<file path="config.mk">
export PLATFORM = sky130hd
export DESIGN_NAME = control_unit
export DESIGN_NICKNAME = d
export VERILOG_FILES = /design/src/rtl/cpu_pkg.sv /design/src/rtl/opcode_decoder.sv /design/src/rtl/control_unit.sv
export SDC_FILE = /design/constraint.sdc
export NUM_CORES = 1
export LEC_CHECK = 0
export ABC_AREA = 1
export BUFFER_PORTS_ARGS = -buffer_cell sky130_fd_sc_hd__buf_2
export CORE_ASPECT_RATIO = 0.8
export CORE_MARGIN = 2
export CORE_UTILIZATION = 40
export DETAILED_ROUTE_END_ITERATION = 10
export PLACE_DENSITY = 0.67
export SYNTH_ARGS = -nofsm -noshare
export SYNTH_HDL_FRONTEND = slang
export SYNTH_SLANG_ARGS = --single-unit
</file>
<file path="constraint.sdc">
create_clock -name clock -period 2 [get_ports clock]
set_input_delay 0.3 -clock clock [delete_from_list [all_inputs] [get_ports clock]]
set_output_delay 0.3 -clock clock [all_outputs]
set_load 0.01 [all_outputs]
</file>
<file path="src/rtl/cpu_pkg.sv">
// Shared definitions for the Mini SRC control sequencer: IR field positions,
// opcode values, T-state encoding, instruction-class and control-word layouts.
package cpu_pkg;

    // Instruction register layout
    localparam int unsigned IR_W   = 32;
    localparam int unsigned OP_W   = 5;
    localparam int unsigned OP_MSB = 31;
    localparam int unsigned OP_LSB = 27;
    localparam int unsigned RA_MSB = 26;
    localparam int unsigned RA_LSB = 23;
    localparam int unsigned RB_MSB = 22;
    localparam int unsigned RB_LSB = 19;
    localparam int unsigned RC_MSB = 18;
    localparam int unsigned RC_LSB = 15;
    localparam int unsigned C2_MSB = 20;
    localparam int unsigned C2_LSB = 19;

    // Opcodes
    localparam logic [OP_W-1:0] OP_LD   = 5'b00000;
    localparam logic [OP_W-1:0] OP_LDI  = 5'b00001;
    localparam logic [OP_W-1:0] OP_ST   = 5'b00010;
    localparam logic [OP_W-1:0] OP_ADD  = 5'b00011;
    localparam logic [OP_W-1:0] OP_SUB  = 5'b00100;
    localparam logic [OP_W-1:0] OP_SHR  = 5'b00101;
    localparam logic [OP_W-1:0] OP_SHL  = 5'b00110;
    localparam logic [OP_W-1:0] OP_ROR  = 5'b00111;
    localparam logic [OP_W-1:0] OP_ROL  = 5'b01000;
    localparam logic [OP_W-1:0] OP_AND  = 5'b01001;
    localparam logic [OP_W-1:0] OP_OR   = 5'b01010;
    localparam logic [OP_W-1:0] OP_ADDI = 5'b01011;
    localparam logic [OP_W-1:0] OP_ANDI = 5'b01100;
    localparam logic [OP_W-1:0] OP_ORI  = 5'b01101;
    localparam logic [OP_W-1:0] OP_MUL  = 5'b01110;
    localparam logic [OP_W-1:0] OP_DIV  = 5'b01111;
    localparam logic [OP_W-1:0] OP_NEG  = 5'b10000;
    localparam logic [OP_W-1:0] OP_NOT  = 5'b10001;
    localparam logic [OP_W-1:0] OP_BR   = 5'b10010;
    localparam logic [OP_W-1:0] OP_JR   = 5'b10011;
    localparam logic [OP_W-1:0] OP_JAL  = 5'b10100;
    localparam logic [OP_W-1:0] OP_IN   = 5'b10101;
    localparam logic [OP_W-1:0] OP_OUT  = 5'b10110;
    localparam logic [OP_W-1:0] OP_MFHI = 5'b10111;
    localparam logic [OP_W-1:0] OP_MFLO = 5'b11000;
    localparam logic [OP_W-1:0] OP_NOP  = 5'b11001;
    localparam logic [OP_W-1:0] OP_HALT = 5'b11010;

    // Sequencer T-states
    typedef enum logic [3:0] {
        S_T0   = 4'd0,
        S_T1   = 4'd1,
        S_T2   = 4'd2,
        S_T3   = 4'd3,
        S_T4   = 4'd4,
        S_T5   = 4'd5,
        S_T6   = 4'd6,
        S_T7   = 4'd7,
        S_HALT = 4'd8
    } state_t;

    // Instruction class, exactly one bit set for any opcode
    typedef struct packed {
        logic alu_rr;
        logic alu_imm;
        logic unary;
        logic muldiv;
        logic ld;
        logic ldi;
        logic st;
        logic br;
        logic jr;
        logic jal;
        logic inp;
        logic outp;
        logic mfhi;
        logic mflo;
        logic nop;
        logic halt;
    } iclass_t;

    // Datapath control word
    typedef struct packed {
        logic            pci;
        logic            pco;
        logic            inc_pc;
        logic            iri;
        logic            mari;
        logic            mdri;
        logic            mdro;
        logic            mem_read;
        logic            mem_write;
        logic            ryi;
        logic            rzi;
        logic            rzlo;
        logic            rzho;
        logic            hii;
        logic            hio;
        logic            loi;
        logic            loo;
        logic            gra;
        logic            grb;
        logic            grc;
        logic            rin;
        logic            rout;
        logic            baout;
        logic            csigno;
        logic            con_in;
        logic            ipo;
        logic            opi;
        logic [OP_W-1:0] alu_op;
    } ctrl_t;

endpackage

</file>
<file path="src/rtl/opcode_decoder.sv">
// Combinational opcode-to-instruction-class decoder.
// Ports: opcode_i - IR opcode field; cls_c_o - one-hot instruction class.
module opcode_decoder
    import cpu_pkg::*;
(
    input  logic [OP_W-1:0] opcode_i,
    output iclass_t         cls_c_o
);

    // Unused opcodes fall into the nop class
    always_comb begin
        cls_c_o = '0;
        case (opcode_i)
            OP_ADD, OP_SUB, OP_SHR, OP_SHL,
            OP_ROR, OP_ROL, OP_AND, OP_OR:   cls_c_o.alu_rr  = 1'b1;
            OP_ADDI, OP_ANDI, OP_ORI:        cls_c_o.alu_imm = 1'b1;
            OP_NEG, OP_NOT:                  cls_c_o.unary   = 1'b1;
            OP_MUL, OP_DIV:                  cls_c_o.muldiv  = 1'b1;
            OP_LD:                           cls_c_o.ld      = 1'b1;
            OP_LDI:                          cls_c_o.ldi     = 1'b1;
            OP_ST:                           cls_c_o.st      = 1'b1;
            OP_BR:                           cls_c_o.br      = 1'b1;
            OP_JR:                           cls_c_o.jr      = 1'b1;
            OP_JAL:                          cls_c_o.jal     = 1'b1;
            OP_IN:                           cls_c_o.inp     = 1'b1;
            OP_OUT:                          cls_c_o.outp    = 1'b1;
            OP_MFHI:                         cls_c_o.mfhi    = 1'b1;
            OP_MFLO:                         cls_c_o.mflo    = 1'b1;
            OP_HALT:                         cls_c_o.halt    = 1'b1;
            default:                         cls_c_o.nop     = 1'b1;
        endcase
    end

endmodule

</file>
<file path="src/rtl/control_unit.sv">
// Hardwired T-state control sequencer for the Mini SRC datapath.
// Ports: clock/clear (async active-low); ir - instruction register; con_ff -
// branch condition; stop - halt at next fetch boundary; one registered strobe
// per datapath control input; alu_op - ALU operation; run - 0 in HALT.
module control_unit
    import cpu_pkg::*;
#(
    parameter int unsigned OPW = 5
) (
    input  logic            clock,
    input  logic            clear,
    input  logic [31:0]     ir,
    input  logic            con_ff,
    input  logic            stop,
    output logic            pci,
    output logic            pco,
    output logic            inc_pc,
    output logic            iri,
    output logic            mari,
    output logic            mdri,
    output logic            mdro,
    output logic            mem_read,
    output logic            mem_write,
    output logic            ryi,
    output logic            rzi,
    output logic            rzlo,
    output logic            rzho,
    output logic            hii,
    output logic            hio,
    output logic            loi,
    output logic            loo,
    output logic            gra,
    output logic            grb,
    output logic            grc,
    output logic            rin,
    output logic            rout,
    output logic            baout,
    output logic            csigno,
    output logic            con_in,
    output logic            ipo,
    output logic            opi,
    output logic [OPW-1:0]  alu_op,
    output logic            run
);

    state_t          state_q, state_d;
    ctrl_t           ctrl_q, ctrl_d;
    logic            run_q, run_d;
    logic            live_q;
    logic [OP_W-1:0] opcode;
    iclass_t         cls;
    logic            unused_ir_fields;

    assign opcode           = ir[OP_MSB:OP_LSB];
    assign unused_ir_fields = ^ir[OP_LSB-1:0];

    opcode_decoder u_dec (
        .opcode_i (opcode),
        .cls_c_o  (cls)
    );

    // State, control word and run flag; live_q holds the FSM in T0 for the
    // first edge after clear so the T0 strobes are presented for a full cycle.
    always_ff @(posedge clock or negedge clear) begin
        if (!clear) begin
            state_q <= S_T0;
            ctrl_q  <= '0;
            run_q   <= 1'b1;
            live_q  <= 1'b0;
        end else begin
            state_q <= state_d;
            ctrl_q  <= ctrl_d;
            run_q   <= run_d;
            live_q  <= 1'b1;
        end
    end

    // Next state, then the control word for that state (outputs are registered
    // so they line up with the state they belong to).
    always_comb begin
        state_d = state_q;
        ctrl_d  = '0;
        run_d   = 1'b1;

        case (state_q)
            S_T0: state_d = stop ? S_HALT : S_T1;
            S_T1: state_d = S_T2;
            S_T2: begin
                if (cls.halt)     state_d = S_HALT;
                else if (cls.nop) state_d = S_T0;
                else              state_d = S_T3;
            end
            S_T3: begin
                if (cls.jr || cls.inp || cls.outp || cls.mfhi || cls.mflo)
                    state_d = S_T0;
                else
                    state_d = S_T4;
            end
            S_T4: state_d = (cls.unary || cls.jal) ? S_T0 : S_T5;
            S_T5: state_d = (cls.alu_rr || cls.alu_imm || cls.ldi) ? S_T0 : S_T6;
            S_T6: state_d = (cls.muldiv || cls.br) ? S_T0 : S_T7;
            S_T7: state_d = S_T0;
            S_HALT: state_d = S_HALT;
            default: state_d = S_T0;
        endcase

        if (!live_q) state_d = S_T0;

        run_d = (state_d != S_HALT);

        case (state_d)
            S_T0: begin
                ctrl_d.pco    = 1'b1;
                ctrl_d.mari   = 1'b1;
                ctrl_d.inc_pc = 1'b1;
                ctrl_d.rzi    = 1'b1;
            end
            S_T1: begin
                ctrl_d.rzlo     = 1'b1;
                ctrl_d.pci      = 1'b1;
                ctrl_d.mem_read = 1'b1;
                ctrl_d.mdri     = 1'b1;
            end
            S_T2: begin
                ctrl_d.mdro = 1'b1;
                ctrl_d.iri  = 1'b1;
            end
            S_T3: begin
                if (cls.alu_rr || cls.alu_imm) begin
                    ctrl_d.grb  = 1'b1;
                    ctrl_d.rout = 1'b1;
                    ctrl_d.ryi  = 1'b1;
                end
                if (cls.unary) begin
                    ctrl_d.grb    = 1'b1;
                    ctrl_d.rout   = 1'b1;
                    ctrl_d.alu_op = opcode;
                    ctrl_d.rzi    = 1'b1;
                end
                if (cls.muldiv) begin
                    ctrl_d.gra  = 1'b1;
                    ctrl_d.rout = 1'b1;
                    ctrl_d.ryi  = 1'b1;
                end
                if (cls.ld || cls.ldi || cls.st) begin
                    ctrl_d.grb   = 1'b1;
                    ctrl_d.baout = 1'b1;
                    ctrl_d.ryi   = 1'b1;
                end
                if (cls.br) begin
                    ctrl_d.gra    = 1'b1;
                    ctrl_d.rout   = 1'b1;
                    ctrl_d.con_in = 1'b1;
                end
                if (cls.jr) begin
                    ctrl_d.gra  = 1'b1;
                    ctrl_d.rout = 1'b1;
                    ctrl_d.pci  = 1'b1;
                end
                // jal saves the return address into r15, selected through rb
                if (cls.jal) begin
                    ctrl_d.pco = 1'b1;
                    ctrl_d.rin = 1'b1;
                    ctrl_d.grb = 1'b1;
                end
                if (cls.inp) begin
                    ctrl_d.ipo = 1'b1;
                    ctrl_d.gra = 1'b1;
                    ctrl_d.rin = 1'b1;
                end
                if (cls.outp) begin
                    ctrl_d.gra  = 1'b1;
                    ctrl_d.rout = 1'b1;
                    ctrl_d.opi  = 1'b1;
                end
                if (cls.mfhi || cls.mflo) begin
                    ctrl_d.hio = cls.mfhi;
                    ctrl_d.loo = cls.mflo;
                    ctrl_d.gra = 1'b1;
                    ctrl_d.rin = 1'b1;
                end
            end
            S_T4: begin
                if (cls.alu_rr) begin
                    ctrl_d.grc    = 1'b1;
                    ctrl_d.rout   = 1'b1;
                    ctrl_d.alu_op = opcode;
                    ctrl_d.rzi    = 1'b1;
                end
                if (cls.alu_imm) begin
                    ctrl_d.csigno = 1'b1;
                    ctrl_d.alu_op = opcode;
                    ctrl_d.rzi    = 1'b1;
                end
                if (cls.unary) begin
                    ctrl_d.rzlo = 1'b1;
                    ctrl_d.gra  = 1'b1;
                    ctrl_d.rin  = 1'b1;
                end
                if (cls.muldiv) begin
                    ctrl_d.grb    = 1'b1;
                    ctrl_d.rout   = 1'b1;
                    ctrl_d.alu_op = opcode;
                    ctrl_d.rzi    = 1'b1;
                end
                // Effective address = base + sign-extended constant
                if (cls.ld || cls.ldi || cls.st) begin
                    ctrl_d.csigno = 1'b1;
                    ctrl_d.alu_op = OP_ADD;
                    ctrl_d.rzi    = 1'b1;
                end
                if (cls.br) begin
                    ctrl_d.pco = 1'b1;
                    ctrl_d.ryi = 1'b1;
                end
                if (cls.jal) begin
                    ctrl_d.gra  = 1'b1;
                    ctrl_d.rout = 1'b1;
                    ctrl_d.pci  = 1'b1;
                end
            end
            S_T5: begin
                if (cls.alu_rr || cls.alu_imm || cls.ldi) begin
                    ctrl_d.rzlo = 1'b1;
                    ctrl_d.gra  = 1'b1;
                    ctrl_d.rin  = 1'b1;
                end
                if (cls.muldiv) begin
                    ctrl_d.rzlo = 1'b1;
                    ctrl_d.loi  = 1'b1;
                end
                if (cls.ld || cls.st) begin
                    ctrl_d.rzlo = 1'b1;
                    ctrl_d.mari = 1'b1;
                end
                // Branch target = PC + sign-extended constant
                if (cls.br) begin
                    ctrl_d.csigno = 1'b1;
                    ctrl_d.alu_op = OP_ADD;
                    ctrl_d.rzi    = 1'b1;
                end
            end
            S_T6: begin
                if (cls.muldiv) begin
                    ctrl_d.rzho = 1'b1;
                    ctrl_d.hii  = 1'b1;
                end
                if (cls.ld) begin
                    ctrl_d.mem_read = 1'b1;
                    ctrl_d.mdri     = 1'b1;
                end
                if (cls.st) begin
                    ctrl_d.gra  = 1'b1;
                    ctrl_d.rout = 1'b1;
                    ctrl_d.mdri = 1'b1;
                end
                // CON was loaded in T3, so con_ff is settled by now
                if (cls.br) begin
                    ctrl_d.rzlo = 1'b1;
                    ctrl_d.pci  = con_ff;
                end
            end
            S_T7: begin
                if (cls.ld) begin
                    ctrl_d.mdro = 1'b1;
                    ctrl_d.gra  = 1'b1;
                    ctrl_d.rin  = 1'b1;
                end
                if (cls.st) begin
                    ctrl_d.mem_write = 1'b1;
                end
            end
            default: ctrl_d = '0;
        endcase
    end

    assign pci       = ctrl_q.pci;
    assign pco       = ctrl_q.pco;
    assign inc_pc    = ctrl_q.inc_pc;
    assign iri       = ctrl_q.iri;
    assign mari      = ctrl_q.mari;
    assign mdri      = ctrl_q.mdri;
    assign mdro      = ctrl_q.mdro;
    assign mem_read  = ctrl_q.mem_read;
    assign mem_write = ctrl_q.mem_write;
    assign ryi       = ctrl_q.ryi;
    assign rzi       = ctrl_q.rzi;
    assign rzlo      = ctrl_q.rzlo;
    assign rzho      = ctrl_q.rzho;
    assign hii       = ctrl_q.hii;
    assign hio       = ctrl_q.hio;
    assign loi       = ctrl_q.loi;
    assign loo       = ctrl_q.loo;
    assign gra       = ctrl_q.gra;
    assign grb       = ctrl_q.grb;
    assign grc       = ctrl_q.grc;
    assign rin       = ctrl_q.rin;
    assign rout      = ctrl_q.rout;
    assign baout     = ctrl_q.baout;
    assign csigno    = ctrl_q.csigno;
    assign con_in    = ctrl_q.con_in;
    assign ipo       = ctrl_q.ipo;
    assign opi       = ctrl_q.opi;
    assign alu_op    = OPW'(ctrl_q.alu_op);
    assign run       = run_q;

endmodule
</file>
# Yosys cells after proc, flatten, opt, wreduce, memory -nomap -nowiden
# Cells that the tools add are included.
# totals
ff_bits	38
word_cells	190
out_inout_bits	33
inputBits	36
# op_classes
n_reduce_logical	20
n_mux	99
n_eq_ne	40
# ops
op	n
2-to-1 mux 1 bit	65
equality test 5 bit (second input constant)	10
equality test 5 x 4 -> 1 bit (second input constant)	8
case mux 4 bit (8 select lines)	1
equality test 4 x 3 -> 1 bit (second input constant)	7
OR reduction 26 bit	1
2-to-1 mux 5 bit	5
equality test 5 x 3 -> 1 bit (second input constant)	4
equality test 4 x 2 -> 1 bit (second input constant)	4
case mux 1 bit (4 select lines)	4
2-to-1 mux 3 bit	5
case mux 5 bit (3 select lines)	1
case mux 1 bit (2 select lines)	7
logical OR 1 bit	12
2-to-1 mux 4 bit	3
equality test 5 x 2 -> 1 bit (second input constant)	2
2-to-1 mux 2 bit	5
equality test 4 x 1 -> 1 bit (second input constant)	2
zero test 4 bit	2
OR reduction 8 bit	1
case mux 1 bit (3 select lines)	2
equality test 5 x 1 -> 1 bit (second input constant)	1
zero test 5 bit	1
case mux 1 bit (5 select lines)	1
4 further kinds	5

# Longest topological paths before layout
# Gate-level depths: netlist (run 1).
# depth
word_depth	11
depth_mapped	13
ltp_nobuf	13

# By module
# From an unflattened synthesis (run 1), not the netlist that was laid out.
# unflattened
cells_unflattened	240
area_unflattened_um2	1903.1
# modules_own_cells
module	area_per_inst_um2	cells_per_inst	seq_area_each_um2	instances
control_unit	1716.6	201	927.1	1
opcode_decoder	186.4	39	0.0	1

# Worst setup path before layout (run 1)
# OpenSTA, ideal clock, no wires.
# synth_timing
kind	reg-to-reg
startpoint	register state_q[2]
endpoint	register ctrl_q, in the netlist gra
stages_incl_launch_ff	14
path_buffers	0
t_required_ns	1.935
arrival_ns	1.525
slack_ns	0.410
period_less_slack_ns	1.590
setup_time_ns	0.065
cell_sequence	dfrtp_1 nor2_1 inv_1 nor2_1 nand3_1 nand2_1 nor2_1 nor2_1 nand2_1 nor2_1 nand2_1 nand2_1 nor2_1 nand2_1
# synth_rtl
element	line_no	text
from (decl)	control_unit.sv:46	state_t state_q, state_d;
from (signal assigned)	control_unit.sv:71	state_q <= state_d;
to (signal assigned)	control_unit.sv:72	ctrl_q <= ctrl_d;
to (decl)	control_unit.sv:47	ctrl_t ctrl_q, ctrl_d;

==> results of run 1 <==
## timing repair
item                                    in CTS  in global routing
hold endpoints to repair                     0                  0
resized for setup                            0                  8
setup buffers                                0                  2
hold buffers                                 0                  0
endpoints found under the setup margin       0                 14
## routing by layer
layer | share of wire | global-route usage | up-vias
li1 | - | - | 861
met1 | 0.49 | 0.2652 | 784
met2 | 0.44 | 0.2542 | 48
met3 | 0.062 | 0.04520 | 7
met4 | 0.012 | 0.06034 | 0
met5 | 0 | 0 | -
## through the flow
stage | instances | TNS [ns] | area, um2 | hold slack (ns) | utilization
floorplan | 227 | 0 | 1807 | 0.004409 | -
global placement | 343 | 0 | 2223 | 0.4142 | 0.5223
detailed placement | 343 | 0 | 2223 | 0.4166 | 0.5223
CTS | 350 | 0 | 2313 | 0.1054 | 0.5435
global route | 352 | -0.005696 | 2361 | 0.1512 | 0.5547
finish | 352 | 0 | 2361 | 0.07751 | 0.5547
## Yosys cell counts, drive strengths merged
cell type | number | share of area
nor4 | 1 | 0.0035
o21ai | 12 | 0.033
o211ai | 2 | 0.0083
o22ai | 1 | 0.0035
buf | 3 | 0.0097
nand4 | 8 | 0.028
o31ai | 1 | 0.0042
inv | 32 | 0.066
clkinv | 1 | 0.0021
dfrtp | 36 | 0.50
conb | 1 | 0.0021
dfstp | 1 | 0.015
nand2 | 53 | 0.12
nor3 | 6 | 0.025
nand3 | 33 | 0.097
nor2 | 36 | 0.087
## worst paths after layout
check                                startpoint             endpoint  slack, ns
max                        state_q[2]$_DFF_PN0_  alu_op[0]$_DFF_PN0_       0.17
min                                       clear        ipo$_DFF_PN0_       0.08
max reg2reg                state_q[2]$_DFF_PN0_  alu_op[0]$_DFF_PN0_       0.17
min reg2reg                    live_q$_DFF_PN0_  mem_write$_DFF_PN0_       0.73
max in group asynchronous                 clear        rin$_DFF_PN0_       1.45
min in group clock                       ir[31]  alu_op[3]$_DFF_PN0_       0.27
## power groups by stage
| stage | logic (W) | registers, W | clock network (W) |
|---|---|---|---|
| floorplan | 0.000136 | 0.000835 | 0 |
| global placement | 0.000284 | 0.000815 | 0 |
| detailed placement | 0.000287 | 0.000815 | 0 |
| CTS | 0.000289 | 0.000801 | 0.000531 |
| global route | 0.000335 | 0.000805 | 0.000578 |
| finish | 0.000298 | 0.000801 | 0.000515 |
## critical path: cells and delay by family (launching register included)
family | cells | cell delay, ns
AND/OR/NAND/NOR | 8 | 0.97
flip-flops | 1 | 0.40
buffers and inverters | 3 | 0.30
AO/OA/AOI/OAI | 1 | 0.07
## placed cells by master, fill, tap and decap left out, types with 3 or more instances in the layout
master | Yosys | routed
dfrtp_1 | 36 | 36
nand4_1 | 8 | 8
nand2_1 | 50 | 49
nor2_2 | 6 | 6
inv_2 | 7 | 7
inv_1 | 25 | 25
o21ai_0 | 5 | 5
buf_2 | 2 | 41
nor2_1 | 29 | 27
nand3_2 | 2 | 4
nor3_1 | 3 | 3
clkbuf_8 | 0 | 6
nor3_2 | 3 | 3
o21ai_1 | 7 | 7
buf_4 | 1 | 23
nand3_1 | 31 | 29
nor2_4 | 1 | 3
## kinds of logic after synthesis
family | Yosys count | share of synthesized area
flip-flops | 37 | 0.5132
AO/OA/AOI/OAI | 16 | 0.04917
buffers and inverters | 36 | 0.07826
other | 1 | 0.002076
AND/OR/NAND/NOR | 137 | 0.3573
## final cells by class
cell class | count | share of cell area
Clock buffer | 6 | 0.03498
Clock inverter | 1 | 0.003180
Inverter | 33 | 0.05246
Multi-Input combinational cell | 154 | 0.3264
Sequential cell | 37 | 0.3927
Tap cell | 57 | 0.03021
Timing Repair Buffer | 64 | 0.1600
==> impl_metrics.csv, run 1 <==
group,metric,value,unit
timing,finClkSkew,0.004202,ns
pwr,p_sw_frac,0.2742,
die,initial_core_util,0.4245,
clocking,cts.htree.levels,2,
run_status,run_status,"completed",
clocking,cts.sinks,37,
route,avgRoutedWirePerCell,11.84,um
global_route,grt_use_total,0.1790,
pwr,combinationalPowerShare,0.184,
synth,synthDistinctLibCells,25,
clocking,cts_root_buf,"clkbuf_8",
timing,slew-limit-headroom,0.5012,
global_route,overflow,0,
global_route,grt_max_degree,38,
clocking,clk_latency,0.29,ns
setup_path,cp_max_fo,7,
synth,syn-instance-count,227,
final_layout,multi_input_area,770.7,um2
pwr,p_switching,0.0004425,W
clocking,cts_buffer_depth,2,
global_route,grt_pass1_vias,1500,
placement,io_buffers,41,
synth,syn_avg_cell_area,7.959,um2
die,die_area,5074,um2
pwr,p_leak,1.368,nW
route,ant_nets,0,
pwr,p_total,0.001614,W
final_layout,layout-drive-gt1-share,0.3356,
timing,worstMarginPinSlew,0.7482,ns
synth,synth_fp_nets,263,
timing,min_period,1.827,ns
pwr,internal-power,0.001172,W
placement,place_ws,0.009726,ns
route,num_vias,1700,
setup_path,critPathMaxStageDelay,0.40,ns
timing,fin_ws,0.1729,ns
timing,hold_viol,0,
timing,slew_violations,0,
pwr,powerDensity,683.7,nW/um2
placement,routabilityCongestion,0.9096,
setup_path,reg2regPathDepth,12,
job,maxCapViolations,0,
clocking,numCtsBuffers,5,
die,core,4257,um2
die,num_rows,21,
worst_hold_path,hp-class,"primary input to async pin",
route,first_iter_violations,69,
setup_path,worstPathArrival,2.05,ns
final_layout,syn_to_final_growth,30.68,%
synth,synth_seq_area_share,0.5132,
placement,dp_hpwl,3.278,mm
setup_path,cp-start-kind,"flip-flop",
pwr,irDropWorstVdd,0.0004097,V
setup_path,crit_required,2.22,ns
die,io_pins,69,
route,viasPerCell,4.830,
route,drt_pass1_iterations,4,
timing,fmax,0.5473,GHz
final_layout,final_nets,331,
setup_path,crit_chain,"nor2_2, inv_1, nor2_1, nand3_2, nand2_1, o21ai_1, buf_4, nor2_4, inv_2, nor2_4, nand3_1, nand3_1",
global_route,grt_pass1_wl,7.038,mm
setup_path,cp-end-kind,"flip-flop",
clocking,cts_tree,"built",
synth,netlist_area,1807,um2
synth,synth_seq_cells,37,
route,drc_errors,0,
route,totalWireLength,4.166,mm
final_layout,fill_cells,418,
pwr,clockPowerShare,0.319,
die,die_y,64.11,um
timing,setup_viol,0,
clocking,clk_pin_slew,0.07,ns
final_layout,regArea,927.1,um2
timing,fin_crit_sh,0.9135,
synth,synth_warnings,0,
final_layout,diodes,0,
setup_path,cp_slowest_cell,"dfrtp_1",
global_route,antenna_found_initial,0,
setup_path,crit_type,"flip-flop to flip-flop",
pwr,pwr-share-seq,0.497,
die,fp.dieW,79.14,um
final_layout,largest_reg_flops,5,
(Power assumes the default switching activity.)
==> inputs of run 2 (changes only) <==
--- a/config.mk
+++ b/config.mk
@@ -9,9 +9,9 @@
 export BUFFER_PORTS_ARGS = -buffer_cell sky130_fd_sc_hd__buf_2
 export CORE_ASPECT_RATIO = 0.8
 export CORE_MARGIN = 2
-export CORE_UTILIZATION = 40
+export CORE_UTILIZATION = 48
 export DETAILED_ROUTE_END_ITERATION = 10
-export PLACE_DENSITY = 0.67
+export PLACE_DENSITY = 0.79
 export SYNTH_ARGS = -nofsm -noshare
 export SYNTH_HDL_FRONTEND = slang
 export SYNTH_SLANG_ARGS = --single-unit
==> constraint.sdc (replaced) <==
create_clock -name clock -period 2.1 [get_ports clock]
set_input_delay 0.315 -clock clock [delete_from_list [all_inputs] [get_ports clock]]
set_output_delay 0.315 -clock clock [all_outputs]
set_load 0.01 [all_outputs]
==> impl_metrics.csv, run 2 (synthesis gave the netlist of run 1 again) <==
group,metric,value,unit
global_route,grt_pass1_vias,1500,
setup_path,cp-start-kind,"flip-flop",
final_layout,layout_common_cells,"nand2_1, buf_2, dfrtp_1",
setup_path,r2r_end,"rout$_DFF_PN0_",
die,io_pins,69,
placement,dp_hpwl,3.229,mm
setup_path,cp_max_fo,7,
placement,routabilityCongestion,0.9412,
route,first_iter_violations,136,
global_route,grt_pass1_wl,6.872,mm
setup_path,r2r-start,"state_q[2]$_DFF_PN0_",
route,drc_errors,0,
pwr,p_leak,1.321,nW
route,wl_met2,1.865,mm
timing,fin_tns_setup,0,ns
timing,fin_ws,0.2533,ns
setup_path,reg2regPathDepth,12,
timing,min_period,1.847,ns
die,num_rows,19,
route,highest-signal-layer,"met4",
global_route,grt_use_total,0.2176,
setup_path,crit_required,2.33,ns
pwr,irDropWorstVdd,0.0004922,V
clocking,cts_root_buf,"clkbuf_8",
die,initial_core_util,0.5135,
route,totalWireLength,4.162,mm
route,wl_met3,285,um
clocking,cts.htree.levels,2,
final_layout,final_nets,320,
setup_path,cp-end-kind,"flip-flop",
route,viasPerCell,5.184,
setup_path,crit_type,"flip-flop to flip-flop",
route,avgRoutedWirePerCell,12.77,um
timing,finClkSkew,0.007343,ns
pwr,powerDensity,714.4,nW/um2
timing,slew_violations,0,
job,maxCapViolations,0,
final_layout,final_common_cell,"nand2_1",
final_layout,regArea,927.1,um2
route,wl_met1,1.943,mm
timing,rsz0062_at_grt,"false",
worst_hold_path,hp-class,"primary input to async pin",
setup_path,ff2ff_setup_slack,0.25,ns
global_route,antenna_found_initial,0,
route,num_vias,1690,
global_route,grt_max_degree,38,
placement,placed_cells,319,
final_layout,layout-drive-gt1-share,0.3028,
timing,fin_crit_sh,0.8794,
final_layout,syn_to_final_growth,24.58,%
final_layout,fin_util,0.6398,
run_status,run_status,"completed",
die,die_area,4274,um2
timing,setup_viol,0,
clocking,hold_buffers,0,
timing,hold_slack,0.09289,ns
final_layout,largest_reg_flops,5,
final_layout,multi_input_area,748.2,um2
global_route,overflow,0,
die,core,3518,um2
final_layout,fill_cells,312,
timing,fmax,0.5415,GHz
setup_path,worstPathArrival,2.07,ns
placement,place_ws,0.04968,ns
final_layout,stdcell_count,326,
timing,worstMarginPinSlew,0.7686,ns
clocking,numCtsBuffers,5,
placement,io_buffers,41,
die,fp.dieW,72.60,um
timing,hold_viol,0,
die,die_y,58.88,um
timing,slew-limit-headroom,0.4876,
clocking,clk_pin_slew,0.07,ns
final_layout,diodes,0,
clocking,cts_tree,"built",
route,ant_nets,0,
clocking,cts.sinks,37,
clocking,cts_buffer_depth,2,
route,drt_pass1_iterations,4,
clocking,clk_latency,0.30,ns
run 2: changes by cell type in the layout (fill, tap and decap cells not counted), sizes merged:
| cell | change |
|---|---|
| bufinv | +1 |
| clkbuf | -1 |
| clkinvlp | -1 |
| clkinv | +1 |
| buf | -11 |
run 2: critical path, cell delays in order, from the launching register on:
cell and delay (ns):
dfrtp_1 0.39, nor2_1 0.16, inv_1 0.10, nor2_1 0.11, nand3_1 0.14, nand3_1 0.11
nor2_1 0.06, buf_4 0.13, nor2_2 0.17, inv_2 0.07, nor2_4 0.16, o21ai_1 0.09
nand3_1 0.09
run 2: layout make-up:
cell class,instances,area share
clock buffers,5,0.03057
clock inverters,2,0.01556
flip-flops and latches,37,0.4119
well taps,42,0.02335
multi-input cells,154,0.3324
inverters,33,0.05503
repair buffers,53,0.1312
run 2: metrics by stage:
| step | total power, W | instance area [um2] |
|---|---|---|
| CTS | 0.001618 | 2241 |
| global placement | 0.001028 | 2137 |
| finish | 0.001608 | 2251 |
| floorplan | 0.0009242 | 1807 |
| detailed placement | 0.001034 | 2137 |
| global route | 0.001692 | 2251 |
run 2: worst max-delay path by stage:
stage | from | end | cells after the start
final | state_q[2]$_DFF_PN0_ | rout$_DFF_PN0_ | 12
after global routing | state_q[0]$_DFF_PN0_ | ryi$_DFF_PN0_ | 11
after CTS | state_q[2]$_DFF_PN0_ | rout$_DFF_PN0_ | 12
after detailed placement | ir[29] | gra$_DFF_PN0_ | 12
after global placement | ir[29] | pco$_DFF_PN0_ | 10
after floorplan | ir[29] | gra$_DFF_PN0_ | 12
run 2: where the power goes:
part           leakage [nW]  internal, W  switching (W)  total [W]
sequential            0.496     0.000751      0.0000113   0.000762
clock                0.0540     0.000344       0.000239   0.000583
combinational         0.772    0.0000909       0.000171   0.000262
run 2: timing repair:
item                                    CTS  global route
endpoints found under the setup margin    0             3
resized for setup                         0             3
setup buffers                             0             0
run 2: layer usage:
layer  up-vias  track usage
li1        843            -
met1       779       0.2946
met2        59       0.3247
met3         9      0.07877
met4         0      0.07672
met5         -            0
